`src/rtl/sprite_anim_pkg.sv`:
```
// Shared encodings and walk-sequence helpers for the sprite animation sequencer.
// Build option: define SPRITE_PINGPONG_EN for the 1,2,3,2 leg-swing sequence.
package sprite_anim_pkg;

  typedef enum logic [1:0] {
    IDLE   = 2'd0,
    WALK_L = 2'd1,
    WALK_R = 2'd2
  } anim_state_e;

  localparam logic [2:0] FRAME_IDLE   = 3'd0;
  localparam logic [2:0] FRAME_L_BASE = 3'd0;
  localparam logic [2:0] FRAME_R_BASE = 3'd3;

  localparam int BTN_LEFT  = 2;
  localparam int BTN_RIGHT = 3;

  localparam int TICK_DIV_DEFAULT = 25555556;

  // Walk frame offset (1..3) for a phase.
  function automatic logic [2:0] seq_frame(input logic [1:0] p);
`ifdef SPRITE_PINGPONG_EN
    case (p)
      2'd0:    return 3'd1;
      2'd1:    return 3'd2;
      2'd2:    return 3'd3;
      default: return 3'd2;
    endcase
`else
    // Phase 3 is unreachable here; treat it as phase 0.
    case (p)
      2'd1:    return 3'd2;
      2'd2:    return 3'd3;
      default: return 3'd1;
    endcase
`endif
  endfunction

  function automatic logic [1:0] next_phase(input logic [1:0] p);
`ifdef SPRITE_PINGPONG_EN
    return p + 2'd1;
`else
    return (p >= 2'd2) ? 2'd0 : p + 2'd1;
`endif
  endfunction

  function automatic logic [2:0] frame_of(input anim_state_e s, input logic [1:0] p);
    case (s)
      WALK_L:  return FRAME_L_BASE + seq_frame(p);
      WALK_R:  return FRAME_R_BASE + seq_frame(p);
      default: return FRAME_IDLE;
    endcase
  endfunction

endpackage

```
`src/rtl/sprite_anim_ctrl_tick_div.sv`:
```
// Free-running animation tick divider: one-cycle tick every TICK_DIV clocks.
module anim_tick_div #(
  parameter int TICK_DIV = 8,
  parameter int CNT_W    = 27
) (
  input  logic clk,
  input  logic rst,
  output logic tick
);

  localparam logic [CNT_W-1:0] LAST = CNT_W'(TICK_DIV - 1);

  logic [CNT_W-1:0] cnt;

  assign tick = (cnt == LAST);

  always_ff @(posedge clk or negedge rst) begin
    if (!rst) cnt <= '0;
    else      cnt <= tick ? '0 : cnt + CNT_W'(1);
  end

endmodule

```
`src/rtl/sprite_anim_ctrl.sv`:
```
// Player sprite walk-cycle sequencer; frame changes commit only on frame_start.
// Build option: SPRITE_PINGPONG_EN selects the 4-phase ping-pong walk sequence.
module sprite_anim_ctrl
  import sprite_anim_pkg::*;
#(
  parameter int TICK_DIV = TICK_DIV_DEFAULT,
  parameter int CNT_W    = 27
) (
  input  logic       clk,
  input  logic       rst,
  input  logic [4:0] btn,
  input  logic       frame_start,
  output logic [2:0] frame_sel,
  output logic [1:0] anim_state,
  output logic       frame_update
);

  logic        tick;
  logic [1:0]  sync1, sync2;   // {right, left}
  logic        tick_pending;
  logic [1:0]  phase;
  anim_state_e state, req;
  logic [1:0]  phase_adv;

  anim_tick_div #(.TICK_DIV(TICK_DIV), .CNT_W(CNT_W)) u_tick_div (
    .clk  (clk),
    .rst  (rst),
    .tick (tick)
  );

  always_ff @(posedge clk or negedge rst) begin
    if (!rst) begin
      sync1 <= '0;
      sync2 <= '0;
    end else begin
      sync1 <= {btn[BTN_RIGHT], btn[BTN_LEFT]};
      sync2 <= sync1;
    end
  end

  always_comb begin
    req = IDLE;
    case (sync2)
      2'b01:   req = WALK_L;
      2'b10:   req = WALK_R;
      default: req = IDLE;
    endcase
  end

  assign phase_adv  = (state == IDLE) ? 2'd0 : next_phase(phase);
  assign anim_state = state;

  // A tick landing on the boundary cycle counts as pending for that commit.
  always_ff @(posedge clk or negedge rst) begin
    if (!rst) begin
      state        <= IDLE;
      phase        <= '0;
      tick_pending <= 1'b0;
      frame_sel    <= FRAME_IDLE;
      frame_update <= 1'b0;
    end else begin
      tick_pending <= tick_pending | tick;
      frame_update <= 1'b0;
      if (frame_start) begin
        if (req != state) begin
          state        <= req;
          phase        <= '0;
          tick_pending <= 1'b0;
          frame_sel    <= frame_of(req, 2'd0);
          frame_update <= 1'b1;
        end else if (tick_pending || tick) begin
          phase        <= phase_adv;
          tick_pending <= 1'b0;
          frame_sel    <= frame_of(state, phase_adv);
          frame_update <= 1'b1;
        end
      end
    end
  end

endmodule

```
`config.mk`:
```
export PLATFORM = sky130hd
export DESIGN_NAME = sprite_anim_ctrl
export DESIGN_NICKNAME = d
export VERILOG_FILES = /design/src/rtl/sprite_anim_pkg.sv /design/src/rtl/sprite_anim_ctrl_tick_div.sv /design/src/rtl/sprite_anim_ctrl.sv
export SDC_FILE = /design/constraint.sdc
export NUM_CORES = 1
export LEC_CHECK = 0
export CAP_MARGIN = 25
export CORE_ASPECT_RATIO = 2
export CORE_MARGIN = 2
export CORE_UTILIZATION = 55
export CTS_CLUSTER_SIZE = 16
export DETAILED_ROUTE_END_ITERATION = 8
export PLACE_DENSITY_LB_ADDON = 0.08
export SLEW_MARGIN = 30
export SYNTH_ARGS = -nofsm -noshare
export SYNTH_HDL_FRONTEND = slang
export SYNTH_HIERARCHICAL = 1
export SYNTH_SLANG_ARGS = --single-unit
```
`constraint.sdc`:
```
create_clock -name clk -period 6.7 [get_ports clk]
set_clock_uncertainty 0.1 [all_clocks]
set_input_delay 1.005 -clock clk [delete_from_list [all_inputs] [get_ports clk]]
set_output_delay 1.005 -clock clk [all_outputs]
set_load 0.02 [all_outputs]
```
==> metrics.txt, run 1 <==
per-cell routed wire length ~16 um; post-layout instance count excluding filler cells ~240; Clock transition at path regs 80 ps; global-route wire length before repair 6.65 mm; port bufs 10; Antenna Diode Count 0; EDFF count, synth 0; top routing layer in use met4; maxcap violations 0; RSZ-0062 raised after global routing no; drt first-iter violations 35; cell area after layout 2250 um^2; data arrival time of the critical path ~2800 ps; horizontal die dimension 46.4 um; number of clock buffers inserted by TritonCTS 5; sequential-to-total area share from yosys stat 0.507; Die Ht about 89 um; number of sinks driven by the clock tree 40; leakage 0.939 nW; Crit path required time 6840 ps; flip-flop and latch area around 1000 um^2; # placed instances 232; GR Util All Layers 0.232; share of final-layout standard cells stronger than drive strength 1 0.115; # Post-CTS Setup Buffers 0; instance count of the mapped netlist 176; number of DRC violations after detailed routing 0; clock insertion delay at the later pin of the skew report around 300 ps; hpwl dp 2.88 mm; die area 4110 um^2; number of top-level pins 14; Cell variety after synth 44; fill cell instance count of the final layout 285; starting density of the core 0.578; Synth-to-Final Area Change 13.9%; Root Driver sky130_fd_sc_hd__clkbuf_8; multi-input combinational cell area 926 um^2; share of async-settable or async-resettable flops after synthesis 1.00; Hold Slack 254 ps; largest net degree at the start of global routing 41; # hold bufs at CTS 0; vias in the first global route 1451; Tcrit/Tclk final 0.395; CP Class reg -> reg; slew at the pin with the worst max-slew slack between 800 and 900 ps; grt total ovfl 0; post-layout min period 2650 ps; post-cts repair resize count 0; first drt pass iteration count 4; Avg Vias per Cell 5.89; synthesis-stage register bit count 40; overall routed net length 3.88 mm; r2r startpoint u_tick_div/cnt[13]; Avg Synthesized Cell Area 11.2 um^2; crit start category flip-flop; count of cells along the worst hold path 0; post-synthesis instance area 1970 um^2; Max-Slew Margin vs Limit 0.402; number of antenna violations at the first check in global routing 0; standard-cell rows 30; top flip-flop cell by instance count after synthesis sky130_fd_sc_hd__dfrtp_1; Worst VDD drop 281 uV; post-route antenna net violation count 0; worst min-delay path class reg -> reg; depth of the most critical reg-to-reg path 6; CTS max path bufs 2; area of placed instances 2120 um^2; H-Tree Depth 2; total met3 wirelength after detailed routing between 100 and 150 um; clock tree from TritonCTS done; run status finished clean; final setup fails 0; final slew viol count 0; Yosys warnings 6; Hold Fails Final Rpt 0; area of the core 3420 um^2; setup tns final 0 ps; peak clock frequency supported by timing 378 MHz; Detail Route met2 WL 2.28 mm; nets@finish 203; nets in the synthesized netlist 188; capturing element type of the critical path flip-flop; gpl congestion 0.845; HP Start sync1[0]; worst setup path startpoint u_tick_div/cnt[13]; via count 1407; met1 WL 1.39 mm; power per cell area 231 nW/um^2; highest net fanout along the worst path 13
critical path, cell delays in order (launching register included):
cell                      delay (ps)
sky130_fd_sc_hd__dfrtp_1         420
sky130_fd_sc_hd__nand4_1         250
sky130_fd_sc_hd__or4_4           580
sky130_fd_sc_hd__nor2_2          530
sky130_fd_sc_hd__nor2_1          210
sky130_fd_sc_hd__nor3_2          290
sky130_fd_sc_hd__a32o_1          190
placed cells by master (no fill, tap or decap), types with 3 or more instances in the layout:
cell type,synthesis,layout
sky130_fd_sc_hd__nand4_1,7,7
sky130_fd_sc_hd__nor3_1,6,6
sky130_fd_sc_hd__clkdlybuf4s50_1,0,9
sky130_fd_sc_hd__ha_1,4,4
sky130_fd_sc_hd__nor4_1,4,4
sky130_fd_sc_hd__or3_1,3,3
sky130_fd_sc_hd__nand3_1,9,9
sky130_fd_sc_hd__mux2i_1,5,5
sky130_fd_sc_hd__nor2_1,17,16
sky130_fd_sc_hd__clkbuf_8,0,5
sky130_fd_sc_hd__nand2_1,9,9
sky130_fd_sc_hd__dfrtp_1,40,40
sky130_fd_sc_hd__inv_1,9,9
sky130_fd_sc_hd__xnor2_1,18,18
sky130_fd_sc_hd__o21ai_0,4,4
power breakdown:
part	total [mW]	switching (mW)	internal [mW]
combinational	0.0400	0.0224	0.0176
clock	0.228	0.0816	0.147
sequential	0.250	0.00384	0.246
total	0.518	0.108	0.411
cell usage after synthesis (all sizes together), types with 2 or more instances:
| cell type | count | area, um^2 |
|---|---|---|
| nor2 | 17 | 63.8 |
| nor3 | 7 | 40.0 |
| xnor2 | 18 | 158 |
| a21oi | 2 | 10.0 |
| mux2 | 2 | 26.3 |
| xor2 | 2 | 17.5 |
| nor4 | 5 | 46.3 |
| nor2b | 2 | 12.5 |
| o22ai | 2 | 12.5 |
| and4bb | 2 | 25.0 |
| o21ai | 5 | 25.0 |
| inv | 9 | 33.8 |
| or4 | 3 | 31.3 |
| o31ai | 2 | 28.8 |
| mux2i | 5 | 50.1 |
| nand4 | 8 | 65.1 |
| buf | 2 | 15.0 |
| a22o | 2 | 17.5 |
| ha | 4 | 50.1 |
| or3 | 3 | 18.8 |
| nand3 | 11 | 65.1 |
| nor4b | 2 | 17.5 |
| dfrtp | 40 | 1000 |
| nand2 | 9 | 33.8 |
| and3 | 2 | 12.5 |
layout make-up:
| cell class | instances | area share |
|---|---|---|
| Clock inverter | 2 | 0.0267 |
| Tap cell | 48 | 0.0267 |
| Sequential cell | 40 | 0.445 |
| Timing Repair Buffer | 10 | 0.0434 |
| Clock buffer | 5 | 0.0306 |
| Multi-Input combinational cell | 125 | 0.412 |
| Inverter | 9 | 0.0150 |
path summary, 6_finish.rpt:
check,slack (ps),endpoint
max,4050,frame_sel[1]
min in group asynchronous,570,sync2[1]
max in group asynchronous,5570,u_tick_div/cnt[3]
max reg2reg,4050,frame_sel[1]
min reg2reg,250,sync2[0]
min,250,sync2[0]
sequential cells by signal, summed over array words and instances (netlist names):
name / flops
phase: 2
sync2: 2
anim_state: 2
u_tick_div/cnt: 27
frame_update: 1
sync1: 2
tick_pending: 1
frame_sel: 3
metal layers:
layer  vias to the layer above  track usage
met1                       707        0.229
met4                         0        0.106
met2                        29        0.431
met3                         9       0.0490
met5                         -            0
li1                        662            -
per-stage QoR:
stage	util	setup slack (ps)	power, mW
floorplan	-	4580	0.277
global placement	0.619	3760	0.294
detailed placement	0.619	4050	0.296
CTS	0.657	4040	0.524
global route	0.658	3850	0.537
finish	0.658	4050	0.518
cells by family after synthesis:
group                      share of synthesized area
muxes                                         0.0387
xor gates and xnor gates                      0.0888
DFF                                            0.507
adders and majority gates                     0.0254
buffers and inverters                         0.0247
AOI/OAI and AO/OA                             0.0748
and+or+nand+nor                                0.240
Power figures use the tool's default switching activity.
==> run 2, diff against run 1 <==
==> constraint.sdc (replaced) <==
create_clock -name clk -period 2.5 [get_ports clk]
set_clock_uncertainty 0.1 [all_clocks]
set_input_delay 0.375 -clock clk [delete_from_list [all_inputs] [get_ports clk]]
set_output_delay 0.375 -clock clk [all_outputs]
set_load 0.02 [all_outputs]
==> metrics.txt, run 2 (same netlist as run 1, synthesis figures left out) <==
clock tree from TritonCTS done; gpl congestion between 0.8 and 0.9; setup slack at placement 274 ps; Max-Slew Margin vs Limit 0.642; nets@finish 209; leading cell type in the layout, fill and taps excluded sky130_fd_sc_hd__dfrtp_1; post-layout instance count excluding filler cells 246; R2R Path End phase[0]; overall routed net length 3.86 mm; CTS max path bufs 2; highest net fanout along the worst path 6; register containing the most flip-flops in the final layout u_tick_div/cnt; r2r startpoint u_tick_div/cnt[0]; Hold Slack 262 ps; clock insertion delay at the later pin of the skew report between 200 and 300 ps; peak clock frequency supported by timing 437 MHz; worst-case register-to-register setup slack roughly 210 ps; largest registers u_tick_div/cnt: 27 flops, frame_sel: 3 flops; via count ~1400; # placed instances 237; Die Ht 88.7 um; total power draw around 1.3 mW; setup tns final 0 ps; # Post-CTS Setup Buffers 0; standard-cell rows 30; global-route wire length before repair 6.51 mm; CP Class reg -> reg; total internal power approximately 1.1 mW; share of final-layout standard cells stronger than drive strength 1 0.136; commonest cells after routing, fill and taps aside 40 x sky130_fd_sc_hd__dfrtp_1, 18 x sky130_fd_sc_hd__xnor2_1, 17 x sky130_fd_sc_hd__nor2_1; Min-Delay Endpoint sync2[0]; per-cell routed wire length 15.7 um; cell area after layout between 2000 and 2500 um^2; Crit path required time 2580 ps; die area 4110 um^2; area of the core around 3400 um^2; largest net degree at the start of global routing 41; capturing element type of the critical path flip-flop; drt first-iter violations 29; starting density of the core 0.578; Synth-to-Final Area Change 16.0%; number of antenna violations at the first check in global routing 0; port bufs 10; H-Tree Depth 2; Root Driver sky130_fd_sc_hd__clkbuf_8; share of power burned in registers 0.499; switching pwr 0.284 mW; data arrival time of the critical path 2370 ps; relative contribution of combinational cells to total power 0.080; number of sinks driven by the clock tree 40; Avg Vias per Cell 5.70; number of clock buffers inserted by TritonCTS 5; first drt pass iteration count 4; post-route antenna net violation count 0; horizontal die dimension 46.4 um; number of DRC violations after detailed routing 0; final slew viol count 0; Clock transition at path regs approximately 80 ps; worst min-delay path class reg -> reg; area of placed instances between 2000 and 2500 um^2; hpwl dp about 2.9 mm; run status finished clean; Tcrit/Tclk final 0.915; sw frac 0.211; Final Util 0.670; proportion of power drawn by the clock network 0.421; final setup fails 0; depth of the most critical reg-to-reg path 7; RSZ-0062 raised after global routing no; power per cell area 587 nW/um^2; Antenna Diode Count 0; Worst VDD drop 538 uV; flip-flop count of the largest register after layout 27; grt total ovfl 0; HP Start sync1[0]; maxcap violations 0; Hold Fails Final Rpt 0; Worst Slack Setup Final 211 ps; number of top-level pins 14; crit start category flip-flop; count of cells along the worst hold path 0; slew at the pin with the worst max-slew slack 533 ps; post-layout min period 2290 ps; vias in the first global route 1437; leakage 0.970 nW; GR Util All Layers 0.223
run 2: power groups by stage:
| stage | Combinational [mW] | Sequential (mW) | Clock, mW |
|---|---|---|---|
| 3_5_place_dp | 0.108 | 0.684 | 0 |
| 4_1_cts | 0.108 | 0.671 | 0.583 |
| 5_1_grt | 0.118 | 0.672 | 0.616 |
| 2_1_floorplan | 0.0467 | 0.695 | 0 |
| 3_3_place_gp | 0.105 | 0.682 | 0 |
| 6_report | 0.108 | 0.671 | 0.565 |
run 2: what timing repair did:
item                                   CTS  global route
gates resized for setup                  0             0
endpoints found under the hold margin    0            40
hold buffers                             0             1
run 2: critical path, cell delays in order (launching register included):
cell and delay [ps]:
sky130_fd_sc_hd__dfrtp_1 390, sky130_fd_sc_hd__ha_1 250, sky130_fd_sc_hd__nor4b_1 360, sky130_fd_sc_hd__nand4_1 240, sky130_fd_sc_hd__nor2_1 260, sky130_fd_sc_hd__buf_4 200
sky130_fd_sc_hd__o31ai_4 100, sky130_fd_sc_hd__mux2_4 280
run 2: cell type report:
| type | count | area (um^2) |
|---|---|---|
| fill | 267 | 1130 |
| timing repair buffer | 16 | 145 |
| clock buffer | 7 | 96.3 |
| inverter | 9 | 33.8 |
| sequential | 40 | 1000 |
| tap | 48 | 60.1 |
| multi-input combinational | 125 | 923 |
| clock inverter | 1 | 30.0 |
run 2: per-layer routing:
layer | share of wire | global-route usage
met5 | 0 | 0
met1 | 0.37 | 0.237
met2 | 0.57 | 0.388
met3 | 0.015 | 0.0367
met4 | 0.043 | 0.135
run 2: worst max-delay path by stage:
stage,start,end,slack [ps],cells after the start
3_5_place_dp,u_tick_div/cnt[0],phase[0],270,7
4_1_cts,u_tick_div/cnt[0],phase[0],260,7
3_3_place_gp,u_tick_div/cnt[0],phase[0],290,7
5_1_grt,u_tick_div/cnt[0],phase[0],110,7
2_1_floorplan,u_tick_div/cnt[12],frame_sel[1],380,7
6_report,u_tick_div/cnt[0],phase[0],210,7
==> run 3, diff against run 2 <==
--- a/config.mk
+++ b/config.mk
@@ -6,9 +6,11 @@
 export NUM_CORES = 1
 export LEC_CHECK = 0
 export CAP_MARGIN = 25
+export CELL_PAD_IN_SITES_DETAIL_PLACEMENT = 0
+export CELL_PAD_IN_SITES_GLOBAL_PLACEMENT = 1
 export CORE_ASPECT_RATIO = 2
 export CORE_MARGIN = 2
-export CORE_UTILIZATION = 55
+export CORE_UTILIZATION = 46
 export CTS_CLUSTER_SIZE = 16
 export DETAILED_ROUTE_END_ITERATION = 8
 export PLACE_DENSITY_LB_ADDON = 0.08
==> metrics.txt, run 3 (same netlist as run 1, synthesis figures left out) <==
power per cell area roughly 560 nW/um^2; grt total ovfl 0; per-cell routed wire length 15.1 um; post-route antenna net violation count 0; drt first-iter violations 24; first drt pass iteration count 4; final slew viol count 0; commonest cells after routing, fill and taps aside 40 x sky130_fd_sc_hd__dfrtp_1, 18 x sky130_fd_sc_hd__xnor2_1, 17 x sky130_fd_sc_hd__nor2_1; global-route wire length before repair about 6.7 mm; Clock transition at path regs 70 ps; run status finished clean; vias in the first global route around 1400; largest registers u_tick_div/cnt: 27 flops, frame_sel: 3 flops; data arrival time of the critical path 2310 ps; RSZ-0062 raised after global routing no; H-Tree Depth 2; GR Util All Layers 0.178; fill cell instance count of the final layout ~380; number of sinks driven by the clock tree 40; die area 4860 um^2; cell area after layout between 2000 and 2500 um^2; largest net degree at the start of global routing ~40; number of DRC violations after detailed routing 0; slew at the pin with the worst max-slew slack 492 ps; delay-heaviest family, CP simple AND/OR/NAND/NOR gates; gpl congestion between 0.7 and 0.8; leakage roughly 0.96 nW; Max-Slew Margin vs Limit 0.672; Antenna Diode Count 0; ordered cell list for the critical path ha_1 -> nor4b_1 -> nand4_1 -> nor2_1 -> buf_4 -> o31ai_4 -> mux2_4; CTS max path bufs 2; capturing element type of the critical path flip-flop; Worst Slack Setup Final roughly 260 ps; Tcrit/Tclk final 0.897; Root Driver sky130_fd_sc_hd__clkbuf_8; Hold Fails Final Rpt 0; post-layout min period 2240 ps; Die Ht 96.6 um; setup slack at placement 240 ps; setup tns final 0 ps; CP Class reg -> reg; highest net fanout along the worst path 12; maxcap violations 0; via count 1379; area of placed instances 2160 um^2; number of clock buffers inserted by TritonCTS 5; clock tree from TritonCTS done; Worst VDD drop 414 uV; peak clock frequency supported by timing 446 MHz; register containing the most flip-flops in the final layout u_tick_div/cnt; overall routed net length 3.79 mm; share of final-layout standard cells stronger than drive strength 1 0.136; flip-flop count of the largest register after layout 27; horizontal die dimension 50.3 um; area of the core 4130 um^2; Synth-to-Final Area Change 15.7%; number of top-level pins 14; clock insertion delay at the later pin of the skew report 280 ps; worst min-delay path class reg -> reg; worst-path cell with the longest stage delay sky130_fd_sc_hd__dfrtp_1; CP max stage delay 390 ps; post-layout instance count excluding filler cells 251; standard-cell rows 33; Crit path required time 2570 ps; nets@finish 210; hpwl dp 2.85 mm; number of antenna violations at the first check in global routing 0; starting density of the core 0.478; post-cts repair resize count 0; leading cell type in the layout, fill and taps excluded sky130_fd_sc_hd__dfrtp_1; Avg Vias per Cell 5.49; port bufs 10; final setup fails 0; crit start category flip-flop; count of buffer and inverter cells on the critical path 1; # placed instances 242
## run 3: changes by cell type in the layout (fill, tap and decap cells not counted)
cell,change
sky130_fd_sc_hd__clkinv_2,+1
sky130_fd_sc_hd__buf_4,+1
sky130_fd_sc_hd__clkbuf_8,-2
sky130_fd_sc_hd__clkbuf_1,+1
## run 3: power breakdown
| part | total (mW) | internal (mW) | switching, mW |
|---|---|---|---|
| Combinational | 0.109 | 0.0479 | 0.0611 |
| Clock | 0.501 | 0.296 | 0.205 |
| Sequential | 0.671 | 0.660 | 0.0104 |
| Total | 1.28 | 1.00 | 0.277 |
## run 3: final timing paths
kind | startpoint | to | slack (ps) | cells after the start
max in group asynchronous | rst | u_tick_div/cnt[3] | 1460 | 2
worst min register to register | sync1[0] | sync2[0] | 260 | 0
worst max-delay path | u_tick_div/cnt[0] | phase[0] | 260 | 7
min in group asynchronous | rst | sync2[1] | 490 | 2
worst max register to register | u_tick_div/cnt[0] | phase[0] | 260 | 7
worst min-delay path | sync1[0] | sync2[0] | 260 | 0
## run 3: layer usage
metal  vias to the layer above  global-route usage  part of all wire
li1                        678                   -                 -
met2                        15               0.331              0.59
met4                         0              0.0624             0.017
met1                       680               0.193              0.38
met3                         6              0.0324             0.019
met5                         -                   0                 0
## run 3: worst register-to-register path, stage by stage (launching register included)
cell and delay, ps:
sky130_fd_sc_hd__dfrtp_1 390, sky130_fd_sc_hd__ha_1 250, sky130_fd_sc_hd__nor4b_1 300, sky130_fd_sc_hd__nand4_1 230
sky130_fd_sc_hd__nor2_1 220, sky130_fd_sc_hd__buf_4 240, sky130_fd_sc_hd__o31ai_4 130, sky130_fd_sc_hd__mux2_4 290
## run 3: repair_timing
action	CTS	global route
endpoints found under the hold margin	0	12
hold buffers	0	1
buffers inserted	0	0
## run 3: final cells by class
| cell class | instances | area [um^2] | share of cell area |
|---|---|---|---|
| flip-flops and latches | 40 | 1000 | 0.438 |
| multi-input cells | 125 | 923 | 0.404 |
| repair buffers | 17 | 153 | 0.0668 |
| clock buffers | 6 | 72.6 | 0.0318 |
| well taps | 52 | 65.1 | 0.0285 |
| clock inverters | 2 | 35.0 | 0.0153 |
| inverters | 9 | 33.8 | 0.0148 |
## run 3: metrics by stage
step	total power, mW	hold WS [ps]	utilization
2_1_floorplan	0.741	-20.6	-
3_3_place_gp	0.790	236	0.524
3_5_place_dp	0.793	241	0.524
4_1_cts	1.31	133	0.550
5_1_grt	1.35	273	0.553
6_report	1.28	256	0.553
